<file path="src/rtl/bingo_pkg.sv">
// bingo_pkg: shared arbiter state encodings, requester indices and winner selection.
package bingo_pkg;

    typedef enum logic {
        ST_IDLE = 1'b0,
        ST_HOLD = 1'b1
    } arb_state_t;

    localparam logic [1:0] LD = 2'd0;
    localparam logic [1:0] GL = 2'd1;
    localparam logic [1:0] DP = 2'd2;

    // Loader always wins; a gl/dp tie goes to dp only when dp_first is set.
    function automatic logic [1:0] pick_winner(input logic ld,
                                               input logic gl,
                                               input logic dp,
                                               input logic dp_first);
        logic [1:0] win;
        if (ld)
            win = LD;
        else if (gl && dp)
            win = dp_first ? DP : GL;
        else if (gl)
            win = GL;
        else
            win = DP;
        return win;
    endfunction

endpackage

</file>
<file path="src/rtl/card_ram_arbiter_cnt.sv">
// card_ram_arbiter_cnt: saturating burst counter (clear to 0, load to 1, count up to MAX).
module card_ram_arbiter_cnt #(
    parameter int WIDTH = 3,
    parameter int MAX   = 4
) (
    input  logic clk,
    input  logic rst,
    input  logic clr,
    input  logic load,
    input  logic inc,
    output logic at_max
);

    localparam logic [WIDTH-1:0] MAX_V = WIDTH'(MAX);

    logic [WIDTH-1:0] count_q;

    // Count granted cycles; holds at MAX so a lone owner can keep the grant.
    always_ff @(posedge clk or posedge rst) begin
        if (rst)
            count_q <= '0;
        else if (clr)
            count_q <= '0;
        else if (load)
            count_q <= WIDTH'(1);
        else if (inc && (count_q != MAX_V))
            count_q <= count_q + WIDTH'(1);
    end

    assign at_max = (count_q == MAX_V);

endmodule

</file>
<file path="src/rtl/card_ram_arbiter.sv">
// card_ram_arbiter: three-way card RAM arbiter (loader, game logic, display scanner).
// Build macro CARD_ARB_RR_EN: gl and dp share round-robin; without it gl always beats dp.
//
// state | meaning
// IDLE  | no grant active, waiting for any request
// HOLD  | one requester owns the RAM; burst counter tracks its granted cycles
module card_ram_arbiter #(
    parameter int DATA_WIDTH = 8,
    parameter int ADDR_WIDTH = 4,
    parameter int BURST_MAX  = 4
) (
    input  logic                  clk,
    input  logic                  rst,
    input  logic                  ld_req,
    input  logic [ADDR_WIDTH-1:0] ld_addr,
    input  logic [DATA_WIDTH-1:0] ld_wdata,
    output logic                  ld_gnt,
    input  logic                  gl_req,
    input  logic                  gl_we,
    input  logic [ADDR_WIDTH-1:0] gl_addr,
    input  logic [DATA_WIDTH-1:0] gl_wdata,
    output logic                  gl_gnt,
    output logic                  gl_rvalid,
    input  logic                  dp_req,
    input  logic [ADDR_WIDTH-1:0] dp_addr,
    output logic                  dp_gnt,
    output logic                  dp_rvalid,
    output logic [ADDR_WIDTH-1:0] ram_addr,
    output logic [DATA_WIDTH-1:0] ram_wdata,
    output logic                  ram_we,
    input  logic [DATA_WIDTH-1:0] ram_rdata,
    output logic [DATA_WIDTH-1:0] rdata,
    output logic                  busy
);

    import bingo_pkg::*;

    localparam int CNT_W = $clog2(BURST_MAX + 1);

    arb_state_t state_q, state_d;
    logic [2:0] gnt_q, gnt_d;
    logic [2:0] req_vec;
    logic [2:0] exp_mask;
    logic [2:0] exp_cand;
    logic [1:0] win_all, win_exp;
    logic       own_req, other_pend;
    logic       dp_first;
    logic       burst_done;
    logic       cnt_clr, cnt_load, cnt_inc;

    assign req_vec    = {dp_req, gl_req, ld_req};
    assign own_req    = |(gnt_q & req_vec);
    assign other_pend = |(~gnt_q & req_vec);

`ifdef CARD_ARB_RR_EN
    logic rr_dp_first_q;

    // Remember whether gl or dp was served last; the last-served one loses the next tie.
    always_ff @(posedge clk or posedge rst) begin
        if (rst)
            rr_dp_first_q <= 1'b0;
        else if (cnt_load) begin
            if (gnt_d[GL])
                rr_dp_first_q <= 1'b1;
            else if (gnt_d[DP])
                rr_dp_first_q <= 1'b0;
        end
    end

    assign dp_first = rr_dp_first_q;
    assign exp_mask = ~gnt_q;
`else
    // Fixed priority: an expiring gl burst still beats dp, so gl stays a candidate.
    assign dp_first = 1'b0;
    assign exp_mask = gnt_q[GL] ? 3'b111 : ~gnt_q;
`endif

    assign exp_cand = req_vec & exp_mask;
    assign win_all  = pick_winner(req_vec[LD], req_vec[GL], req_vec[DP], dp_first);
    assign win_exp  = pick_winner(exp_cand[LD], exp_cand[GL], exp_cand[DP], dp_first);

    card_ram_arbiter_cnt #(
        .WIDTH (CNT_W),
        .MAX   (BURST_MAX)
    ) u_burst_cnt (
        .clk    (clk),
        .rst    (rst),
        .clr    (cnt_clr),
        .load   (cnt_load),
        .inc    (cnt_inc),
        .at_max (burst_done)
    );

    // State and grant registers.
    always_ff @(posedge clk or posedge rst) begin
        if (rst) begin
            state_q <= ST_IDLE;
            gnt_q   <= '0;
        end else begin
            state_q <= state_d;
            gnt_q   <= gnt_d;
        end
    end

    // Next-state: grant on any request, hand over gaplessly on drop or burst expiry.
    always_comb begin
        state_d  = state_q;
        gnt_d    = gnt_q;
        cnt_clr  = 1'b0;
        cnt_load = 1'b0;
        cnt_inc  = 1'b0;
        case (state_q)
            ST_IDLE: begin
                if (|req_vec) begin
                    state_d  = ST_HOLD;
                    gnt_d    = 3'b001 << win_all;
                    cnt_load = 1'b1;
                end
            end
            ST_HOLD: begin
                if (!own_req) begin
                    if (|req_vec) begin
                        gnt_d    = 3'b001 << win_all;
                        cnt_load = 1'b1;
                    end else begin
                        state_d = ST_IDLE;
                        gnt_d   = '0;
                        cnt_clr = 1'b1;
                    end
                end else if (burst_done && other_pend) begin
                    gnt_d    = 3'b001 << win_exp;
                    cnt_load = 1'b1;
                end else begin
                    cnt_inc = 1'b1;
                end
            end
            default: begin
                state_d = ST_IDLE;
                gnt_d   = '0;
                cnt_clr = 1'b1;
            end
        endcase
    end

    // RAM port follows the owner only while it is still requesting.
    always_comb begin
        ram_addr  = '0;
        ram_wdata = '0;
        ram_we    = 1'b0;
        if (gnt_q[LD] && ld_req) begin
            ram_addr  = ld_addr;
            ram_wdata = ld_wdata;
            ram_we    = 1'b1;
        end else if (gnt_q[GL] && gl_req) begin
            ram_addr  = gl_addr;
            ram_wdata = gl_wdata;
            ram_we    = gl_we;
        end else if (gnt_q[DP] && dp_req) begin
            ram_addr  = dp_addr;
        end
    end

    // Read-valid pulses track the one-cycle RAM latency, even after the grant moves.
    always_ff @(posedge clk or posedge rst) begin
        if (rst) begin
            gl_rvalid <= 1'b0;
            dp_rvalid <= 1'b0;
        end else begin
            gl_rvalid <= gnt_q[GL] && gl_req && !gl_we;
            dp_rvalid <= gnt_q[DP] && dp_req;
        end
    end

    assign ld_gnt = gnt_q[LD];
    assign gl_gnt = gnt_q[GL];
    assign dp_gnt = gnt_q[DP];
    assign busy   = |gnt_q;
    assign rdata  = ram_rdata;

endmodule

</file>
<file path="config.mk">
export PLATFORM = sky130hd
export DESIGN_NAME = card_ram_arbiter
export DESIGN_NICKNAME = d
export VERILOG_FILES = /design/src/rtl/bingo_pkg.sv /design/src/rtl/card_ram_arbiter_cnt.sv /design/src/rtl/card_ram_arbiter.sv
export SDC_FILE = /design/constraint.sdc
export NUM_CORES = 1
export LEC_CHECK = 0
export ABC_AREA = 1
export CAP_MARGIN = 20
export CORE_UTILIZATION = 29
export CTS_CLUSTER_DIAMETER = 60
export DETAILED_ROUTE_END_ITERATION = 10
export GPL_TIMING_DRIVEN = 0
export MAX_ROUTING_LAYER = met4
export PLACE_DENSITY = 0.77
export SETUP_SLACK_MARGIN = 0.4
export SYNTH_ARGS = -nofsm -noshare
export SYNTH_HDL_FRONTEND = slang
export SYNTH_SLANG_ARGS = --single-unit
</file>
<file path="constraint.sdc">
create_clock -name clk -period 1.3 [get_ports clk]
set_input_delay 0.13 -clock clk [delete_from_list [all_inputs] [get_ports clk]]
set_output_delay 0.13 -clock clk [all_outputs]
set_load 0.01 [all_outputs]
</file>
Yosys cells after proc, flatten, opt, wreduce, memory -nomap -nowiden. Cells that the tools add are included.

Add/subtract/negate cells: 1. Equality and inequality tests: 4. Shift operators: 2. Muxes and demuxes: 34. Bitwise operators: 5. Reductions and logical operators: 15.

Operators with widths (number): $mux W3 (8); $mux W8 (2); $mux W1 (12); $mux W2 (6); $mux W4 (3); $reduce_or A3 Y1 (4); $and A3 B3 Y3 (3); $logic_and A1 B1 Y1 (8); $pmux W3 S2 (1); $shl A1 B2 Y3 const A (2); $pmux W1 S2 (2); $add A3 B1 Y3 const B (1); $eq A3 B3 Y1 const B (1); $ne A3 B2 Y1 const B (1); $ne A3 B3 Y1 const B (1); $not A3 Y3 (1); $reduce_bool A3 Y1 (1); $ne A2 B2 Y1 const B (1); $reduce_and A2 Y1 (1); $logic_not A1 Y1 (1); $not A1 Y1 (1).

Flip-flop bits (word level): 9. Output and inout port bits: 27. Logic and storage cells: 66.

Longest topological paths before layout. Gate-level depths: netlist of run 1.

Word-level depth: 11. Mapped depth: 10.

Hierarchy. Synthesis of run 1 repeated with hierarchy kept, for this count alone.

Cells, all modules: 138. Area total of the unflattened synthesis: 859.6 µm².

Modules (own cells, without submodules): card_ram_arbiter (times used 1, cells an instance 108, area each 636.9 µm², seq. area each 150.1 µm²); card_ram_arbiter_cnt (times used 1, cells an instance 30, area each 222.7 µm², seq. area each 75.1 µm²).

Worst setup path after synthesis of run 1. No wires, ideal clock.

Path kind: flip-flop to flip-flop. Start point: register u_burst_cnt.count_q[0]. End point: register gnt_q[1]. Data arrival time: 1181 ps. Path slack: 45 ps. Stages on the path, launching flop included: 11. Path buffers: 0. Cells stage by stage: dfrtp_1 inv_1 ha_1 nand2_1 inv_1 nand2_1 nand2_4 nand2_4 nor2_2 nand2_1 o21ai_2.

Cells in the longest elaborated chain, start to end: 4.

RTL lines: from (decl) (line card_ram_arbiter_cnt.sv:16) `logic [WIDTH-1:0] count_q;`; from (signal assigned) (line card_ram_arbiter_cnt.sv:27) `count_q <= count_q + WIDTH'(1);`; $eq A3 B3 Y1 (line card_ram_arbiter_cnt.sv:30) `assign at_max = (count_q == MAX_V);`; $logic_and A1 B1 Y1 (line card_ram_arbiter.sv:130) `end else if (burst_done && other_pend) begin`; $ne A3 B2 Y1 (no source line); $reduce_and A2 Y1 (no source line); to (signal assigned) (line card_ram_arbiter.sv:101) `gnt_q <= gnt_d;`; to (decl) (line card_ram_arbiter.sv:41) `logic [2:0] gnt_q, gnt_d;`.

Every way passes these cells. A chain may end at the register's enable or synchronous reset.

Worst setup path after layout of run 1.
Start point: register gnt_q[1]. End point: output ram_addr[3].

Cells in the longest elaborated chain, start to end: 3.

RTL lines: $logic_and A1 B1 Y1 (line card_ram_arbiter.sv:154) `end else if (gnt_q[GL] && gl_req) begin`; $mux W4 (line card_ram_arbiter.sv:154); $mux W4 (line card_ram_arbiter.sv:150) `if (gnt_q[LD] && ld_req) begin`; to (decl) (line card_ram_arbiter.sv:28) `output logic [ADDR_WIDTH-1:0] ram_addr,`.

Every way passes these cells.

==> results of run 1 <==
==> cells by family after synthesis <==
family,Yosys count,synth area share (%)
AND/OR/NAND/NOR,67,38.95
buffers and inverters,25,15.76
AO/OA/AOI/OAI,18,13.29
flip-flops,9,27.82
adder cells (fa/ha/maj),2,3.091
XOR/XNOR,1,1.082
==> where the power goes <==
part	internal, W	leakage, nW	switching [W]	total, W
logic	0.00105	0.695	0.00104	0.00209
clock network	0.000119	0.0150	0.000101	0.000220
registers	0.000375	0.112	0.0000937	0.000469
total	0.00154	0.822	0.00123	0.00277
==> worst min-delay path by stage <==
stage | endpoint | slack, ps | from | depth (start not counted)
finish | gnt_q[2] | 120 | rst | 2
floorplan | dp_rvalid | -40 | rst | 1
detailed placement | gnt_q[1] | 430 | rst | 2
CTS | u_burst_cnt.count_q[0] | 140 | rst | 2
global route | u_burst_cnt.count_q[1] | 170 | rst | 2
global placement | gnt_q[2] | 420 | rst | 2
==> area by class of cell <==
type	count	area (sq um)	share of cell area [%]
Buffer	11	110.1	6.386
Timing Repair Buffer	74	676.9	39.26
Inverter	14	62.56	3.628
Clock buffer	4	26.28	1.524
Multi-Input combinational cell	88	585.6	33.96
Sequential cell	9	225.2	13.06
Tap cell	30	37.54	2.177
==> per-layer routing <==
| layer | track usage [%] | routed length (um) | up-vias |
|---|---|---|---|
| li1 | - | - | 541 |
| met1 | 22.33 | 1179 | 534 |
| met2 | 38.35 | 1835 | 43 |
| met3 | 5.278 | 123 | 7 |
| met4 | 8.974 | 45 | 0 |
| met5 | - | 0 | - |
==> metrics by stage <==
stage | utilization, % | TNS [ps] | power, W | instance area [sq um]
after global placement | 59.26 | -11060 | 0.002149 | 1521
after floorplan | - | 0 | 0.001440 | 883.3
after global routing | 67.15 | -3340 | 0.002969 | 1724
final | 67.15 | -1778 | 0.002774 | 1724
after CTS | 64.23 | -1517 | 0.002626 | 1649
after detailed placement | 59.26 | -11440 | 0.002200 | 1521
==> state kept, by name (all words and copies together), names as in the netlist <==
signal               count
gnt_q                    3
gl_rvalid                1
dp_rvalid                1
u_burst_cnt.count_q      3
state_q                  1
==> cells in the mapped netlist, drive strengths merged <==
cell / number / share of area [%]
a21oi: 10 / 6.6
a31oi: 4 / 3.1
buf: 9 / 8.3
clkbuf: 2 / 0.93
dfrtp: 9 / 28
ha: 2 / 3.1
inv: 14 / 6.5
nand2: 37 / 21
nand3: 12 / 8.0
nand4: 2 / 1.5
nor2: 15 / 8.2
nor3: 1 / 0.62
o21a: 2 / 1.9
o21ai: 2 / 1.7
xor2: 1 / 1.1
==> worst max-delay path: cells and delay by family, from the launching register on <==
family                 cells  cell delay [ps]
flip-flops                 1              410
buffers and inverters      2              260
AND/OR/NAND/NOR            2              230
AO/OA/AOI/OAI              1              150
==> timing repair <==
action	CTS	global route
pin swaps	2	2
hold buffers	0	0
setup buffers	10	2
gates resized for setup	110	11
setup endpoints to repair	26	25
cloned	1	1
hold endpoints to repair	0	0
==> flow_summary.ini, run 1 <==
[outcome]
status = complete, but fails checks
violations = negative setup slack

[sta]
slew_violations = 0
clock_skew_ps = 2.070
hold-worst-slack_ps = 119.0
clock.fmax_mhz = 689.0
fin_ws_ps = -151.4
period_share_pct = 111.6
slew_headroom_pct = 77.33
rsz0062_at_grt = true
worst_pin_slew_ps = 339.7
setup_viol_count_final = 19
fin_crit_ps = 1451
hold_viol = 0

[critical_path]
r2r-start = gnt_q[1]
rrSetupSlack_ps = -80
crit_path_max_incr_delay_ps = 410
slowest_stage = dfrtp_1
crit_start = gnt_q[1]
worstRegToRegCells = 10
cp-endpoint = ram_addr[3]
arrival_ps = 1320
worstSetupEndpointType = primary output
reg2reg_to = gnt_q[1]
crit_path_start_kind = register
crit_required_ps = 1170
critPathMaxFanout = 6
worstPathCellList = nand2_4, buf_4, nand3_2, a31oi_4, buf_6
crit_type = register to primary output

[logic_synthesis]
yosys.cell_types.count = 23
mappedNetlistNets = 166
synth_area_sq_um = 809.5
ys_ff_latch = 9
yosysSeqAreaShare_pct = 27.82
avgSynthCellArea_sq_um = 6.635
synth_cells = 122
ys_warn_count = 0

[final_layout]
antenna_cells = 0
syn_to_final_growth_pct = 113.0
drive_gt1_share_pct = 41.00
final_common_cell = clkdlybuf4s50_1
nFillCells = 226
fin_cells = 230
nets = 245
final_cell_mix = 38 x clkdlybuf4s50_1, 27 x nand2_1, 15 x buf_6, 15 x buf_4, 12 x buf_2

[grt]
grt_antenna_before_repair = 0
track_usage_pct = 21.57
overflow = 0
grt_max_degree = 11
grt_pass1_vias = 1018
grt_pass1_wl_mm = 4.374

[floorplanning]
io_pins = 69
start_util_pct = 31.53
die_w_um = 54.84
dieArea_sq_um = 3007
row_count = 18
coreArea_sq_um = 2567
die_h_um = 54.84

[clock_network]
numCtsBuffers = 3
cts_max_level = 1
clock_sinks = 9
clockBufferDepth = 2
cts_root_buf = clkbuf_4
cts_tree = built
clk_pin_slew_ps = 60
clkLatencyLatePin_ps = 270

[route]
vias_per_cell = 4.891
drt_pre_antenna_iters = 4
via_count = 1125
drtAntennaViolNets = 0
drc = 0
drtIter0Drc = 21
wl_per_cell_um = 13.84
wl_mm = 3.184

[pwr]
irDropWorstVdd_mv = 0.9731
p_per_area_nw_per_um2 = 1609
leakagePower_nw = 0.8219

[placed_design]
gp_congestion = 0.8477
port-buffer-count = 60
hpwlAfterDp_mm = 2.376
dp_cells = 212
pre_cts_ws_ps = -779.8

[job]
maxCapViolCount = 0

[min_path]
min_path_type = input port to async pin
Power figures use the tool's default switching activity.
==> run 2: changes to the inputs <==
--- a/config.mk
+++ b/config.mk
@@ -8,12 +8,12 @@
 export ABC_AREA = 1
 export CAP_MARGIN = 20
 export CORE_UTILIZATION = 29
-export CTS_CLUSTER_DIAMETER = 60
 export DETAILED_ROUTE_END_ITERATION = 10
 export GPL_TIMING_DRIVEN = 0
 export MAX_ROUTING_LAYER = met4
 export PLACE_DENSITY = 0.77
 export SETUP_SLACK_MARGIN = 0.4
+export SKIP_CTS_REPAIR_TIMING = 1
 export SYNTH_ARGS = -nofsm -noshare
 export SYNTH_HDL_FRONTEND = slang
 export SYNTH_SLANG_ARGS = --single-unit
==> flow_summary.ini, run 2 (synthesis results as in run 1) <==
[route]
drt_pre_antenna_iters = 4
wl_per_cell_um = 13.68
drtIter0Drc = 17
drc = 0
wl_mm = 3.079
via_count = 1113
drtAntennaViolNets = 0
vias_per_cell = 4.947

[clock_network]
clkLatencyLatePin_ps = 270
clockBufferDepth = 2
cts_root_buf = clkbuf_4
cts_tree = built
cts_max_level = 1
numCtsBuffers = 3
clock_sinks = 9
clk_pin_slew_ps = 60

[sta]
worst_pin_slew_ps = 352.2
slew_violations = 0
setup_viol_count_final = 19
fin_crit_ps = 1483
hold_viol = 0
period_share_pct = 114.1
clock_skew_ps = 2.124
fin_ws_ps = -183.3
clock.fmax_mhz = 674.2
slew_headroom_pct = 76.49
rsz0062_at_grt = true

[pwr]
p_per_area_nw_per_um2 = 1627
irDropWorstVdd_mv = 1.048
leakagePower_nw = 0.8165
fin_total_pwr_w = 0.002740

[placed_design]
dp_cells = 212
gp_congestion = 0.8477
hpwlAfterDp_mm = 2.376
place_area_sq_um = 1521
pre_cts_ws_ps = -779.8
port-buffer-count = 60

[final_layout]
antenna_cells = 0
fin_cells = 225
drive_gt1_share_pct = 39.49
design_area_sq_um = 1684
final_core_util_pct = 65.59
final_common_cell = clkdlybuf4s50_1
largestRegisters = gnt_q x3, u_burst_cnt.count_q x3
syn_to_final_growth_pct = 108.0
nets = 240
final_cell_mix = 38 x clkdlybuf4s50_1, 27 x nand2_1, 14 x buf_6, 13 x nor2_1, 13 x buf_4

[critical_path]
critPathMaxFanout = 7
crit_type = register to primary output
worstSetupEndpointType = primary output
worst_path_dominant_cell_family = flip-flops
path_buf_inv = 2
crit_required_ps = 1170
crit_path_max_incr_delay_ps = 440
crit_path_start_kind = register
arrival_ps = 1350
slowest_stage = dfrtp_2
worstPathCellList = nand2_4, buf_4, nand3_1, a31oi_2, buf_2

[outcome]
violations = negative setup slack
status = complete, but fails checks

[grt]
overflow = 0
track_usage_pct = 20.61
grt_pass1_vias = 965
grt_pass1_wl_mm = 4.215
grt_max_degree = 11
grt_antenna_before_repair = 0

[min_path]
min_path_type = input port to async pin

[floorplanning]
die_w_um = 54.84
start_util_pct = 31.53
row_count = 18
coreArea_sq_um = 2567
dieArea_sq_um = 3007
die_h_um = 54.84
io_pins = 69

[job]
maxCapViolCount = 0
[run 2: where the power goes]
| part | internal (W) | switching, W |
|---|---|---|
| clock | 0.000119 | 0.000104 |
| sequential | 0.000381 | 0.000104 |
| combinational | 0.00100 | 0.00103 |
[run 2: path summary, 6_finish.rpt]
check,endpoint,slack (ps),from,cells past startpoint
worst max-delay path,ram_addr[1],-180,gnt_q[1],5
worst min-delay path,u_burst_cnt.count_q[0],120,rst,2
worst max register to register,gnt_q[1],-70,gnt_q[1],10
worst min register to register,u_burst_cnt.count_q[0],590,u_burst_cnt.count_q[0],3
max in group asynchronous,gnt_q[0],900,rst,2
min in group clk,gnt_q[1],250,gl_req,3
[run 2: per-layer routing]
layer | share of wire (%) | up-vias | GRT usage [%]
li1 | - | 532 | -
met1 | 36 | 531 | 21.13
met2 | 58 | 45 | 37.95
met3 | 4.5 | 5 | 4.444
met4 | 1.3 | 0 | 7.265
met5 | 0 | - | -
[run 2: metrics by stage]
stage / hold slack [ps] / setup TNS (ps)
detailed placement: 432.5 / -11440
global route: 165.9 / -3425
finish: 123.0 / -2191
CTS: 141.7 / -10410
floorplan: -42.08 / 0
global placement: 417.8 / -11060
[run 2: final cells by class]
cell class	count	area (sq um)
Buffer	11	93.84
Inverter	14	60.06
Multi-Input combinational cell	88	586.8
Fill cell	229	883.3
Sequential cell	9	227.7
Timing Repair Buffer	69	651.9
Clock buffer	4	26.28
Tap cell	30	37.54
==> run 3: changes to the inputs <==
--- a/config.mk
+++ b/config.mk
@@ -6,7 +6,7 @@
 export NUM_CORES = 1
 export LEC_CHECK = 0
 export ABC_AREA = 1
-export CAP_MARGIN = 20
+export CAP_MARGIN = 10
 export CORE_UTILIZATION = 29
 export DETAILED_ROUTE_END_ITERATION = 10
 export GPL_TIMING_DRIVEN = 0
@@ -14,6 +14,7 @@
 export PLACE_DENSITY = 0.77
 export SETUP_SLACK_MARGIN = 0.4
 export SKIP_CTS_REPAIR_TIMING = 1
+export SLEW_MARGIN = 10
 export SYNTH_ARGS = -nofsm -noshare
 export SYNTH_HDL_FRONTEND = slang
 export SYNTH_SLANG_ARGS = --single-unit
==> results of run 3 <==
No change in the layout: final DEF, timing and power equal those of run 2.
==> RTL change (flow settings as in run 3) <==
`ADDR_WIDTH`: 4 -> 5.
--- a/src/rtl/card_ram_arbiter.sv
+++ b/src/rtl/card_ram_arbiter.sv
@@ -7,5 +7,5 @@
 module card_ram_arbiter #(
     parameter int DATA_WIDTH = 8,
-    parameter int ADDR_WIDTH = 4,
+    parameter int ADDR_WIDTH = 5,
     parameter int BURST_MAX  = 4
 ) (
Ports: changed (resized dp_addr, gl_addr, ld_addr and ram_addr); port bits go from 69 to 73. The function was not compared with the original's and may differ.
==> RTL change against run 3 <==
Worst setup slack improved by 9.9 ps; routed wire length is 2.4% lower; the run still ends with setup timing left; critical endpoint is now ram_addr[4]; die area is 4.3% higher; cell area rose by 7.4%; power rose by 5.0%; area after synthesis grew 4.5%; sequential cell count did not move; sequential share of layout area decreased by 0.93 points.
==> RTL change: results (changes against run 3) <==
run_status:
  status: "finished, violations left"
  violations: "setup timing"
place:
  io_buffers: 64  # +6.7%
  place_inst: 221  # +4.2%
  dp.final_hpwl_mm: 2.30  # -3.1%
  gp_congestion: 0.818  # -3.5%
synthesis:
  syn_inst: 126  # +3.3%
  netlist.area_leader.share_pct: 26.6  # -1.2 points
  synth_area_leaders: "dfrtp_1, nand2_1, buf_4"
  syn-num-nets: 173  # +4.2%
  synth_cell_types: 24  # +4.3%
  yosysSeqAreaShare_pct: 26.6  # -1.2 points
  yosys-top-cells-count: "nand2_1, nor2_1, nand3_1"
layout:
  nets: 256  # +6.7%
  drive_above_1_share_pct: 45.7  # +6.2 points
grt:
  grt_usage_pct: 18.9  # -1.7 points
  grt_pass1_vias: 1091  # +13%
  grt_pass1_wl_mm: 4.63  # +9.8%
worst_setup_path:
  r2r_slack_ps: -120  # -50 ps
  path_max_fanout: 6  # -1
  crit_slowest_cell: "dfrtp_2"
routing:
  wire_per_inst_um: 12.6  # -8.2%
  via_per_inst: 4.79  # -3.2%
  drtIter0Drc: 27  # +10
  wl_mm: 3.00  # -2.4%
sta:
  relSlewSlack_pct: 76.6  # +0.15 points
  setup_violations: 20  # +1
  fin_skew_ps: 13.8  # +11.7 ps
  holdWs_ps: 115  # -8.14 ps
  worst_slack_ps: -173  # +9.92 ps
  setup-tns-final_ps: -2310  # -120 ps
power_and_ir_drop:
  ir_worst_vdd_mv: 1.13  # +8.3%
  power_switching_share_pct: 45.1  # about the same
  p_leak_nw: 0.868  # +6.2%
floorplan:
  start_util_pct: 30.7  # -0.86 points
-- RTL change: cell count changes after synthesis --
cell / before / now
a31oi_1: 4 / 5
inv_1: 12 / 11
inv_4: 0 / 1
nand2_1: 32 / 31
nand2_4: 3 / 5
nand3_1: 11 / 12
nor2_1: 13 / 14
-- RTL change: layout make-up --
| class | count | area, µm² | share of cell area [%] |
|---|---|---|---|
| buffer | 11 | 93.8 | 5.19 |
| clock buffer | 4 | 26.3 | 1.45 |
| inverter | 14 | 67.6 | 3.74 |
| multi-input combinational | 92 | 659 | 36.5 |
| sequential | 9 | 228 | 12.6 |
| tap | 31 | 38.8 | 2.15 |
| timing repair buffer | 78 | 694 | 38.4 |
-- RTL change: power by group through the flow --
| stage | registers (mW) | logic [mW] | clock network, mW |
|---|---|---|---|
| 6_report | 0.479 | 2.17 | 0.226 |
| 5_1_grt | 0.489 | 2.35 | 0.254 |
| 4_1_cts | 0.480 | 1.95 | 0.233 |
| 3_5_place_dp | 0.485 | 1.94 | 0 |
| 3_3_place_gp | 0.474 | 1.88 | 0 |
| 2_1_floorplan | 0.491 | 1.12 | 0 |
-- RTL change: metal layers --
metal	track usage (%)	wire length, µm	up-vias	share of wire, %
li1	-	-	563	-
met1	20.9	1150	516	38
met2	33.7	1590	56	53
met3	5.12	198	10	6.6
met4	4.18	72	0	2.4
met5	-	0	-	0
-- RTL change: worst paths after layout --
path / start / endpoint / cells after the start
setup / recovery: gnt_q[1]$_DFFE_PP0P_ / ram_addr[4] / 5
setup reg to reg: gnt_q[0]$_DFFE_PP0P_ / gnt_q[1]$_DFFE_PP0P_ / 10
min in group clk: gl_req / gnt_q[1]$_DFFE_PP0P_ / 3
hold / removal: rst / state_q$_DFF_PP0_ / 2
max in group asynchronous: rst / gnt_q[0]$_DFFE_PP0P_ / 2
hold reg to reg: u_burst_cnt.count_q[1]$_DFFE_PP0P_ / u_burst_cnt.count_q[1]$_DFFE_PP0P_ / 2
-- RTL change: logic make-up after synthesis --
| kind of cell | Yosys count | synth area share, % |
|---|---|---|
| flops | 9 | 26.6 |
| buf+inv | 25 | 15.4 |
| fa+ha+maj | 2 | 2.96 |
| compound gates | 19 | 13.5 |
| simple gates | 70 | 40.5 |
| xor+xnor | 1 | 1.04 |
-- RTL change: metrics by stage --
| stage | utilization (%) | cell area [µm²] | setup slack, ps |
|---|---|---|---|
| 3_5_place_dp | 60.1 | 1660 | -766 |
| 2_1_floorplan | - | 977 | 109 |
| 4_1_cts | 61.0 | 1680 | -773 |
| 5_1_grt | 65.6 | 1810 | -235 |
| 3_3_place_gp | 60.1 | 1660 | -755 |
| 6_report | 65.6 | 1810 | -173 |
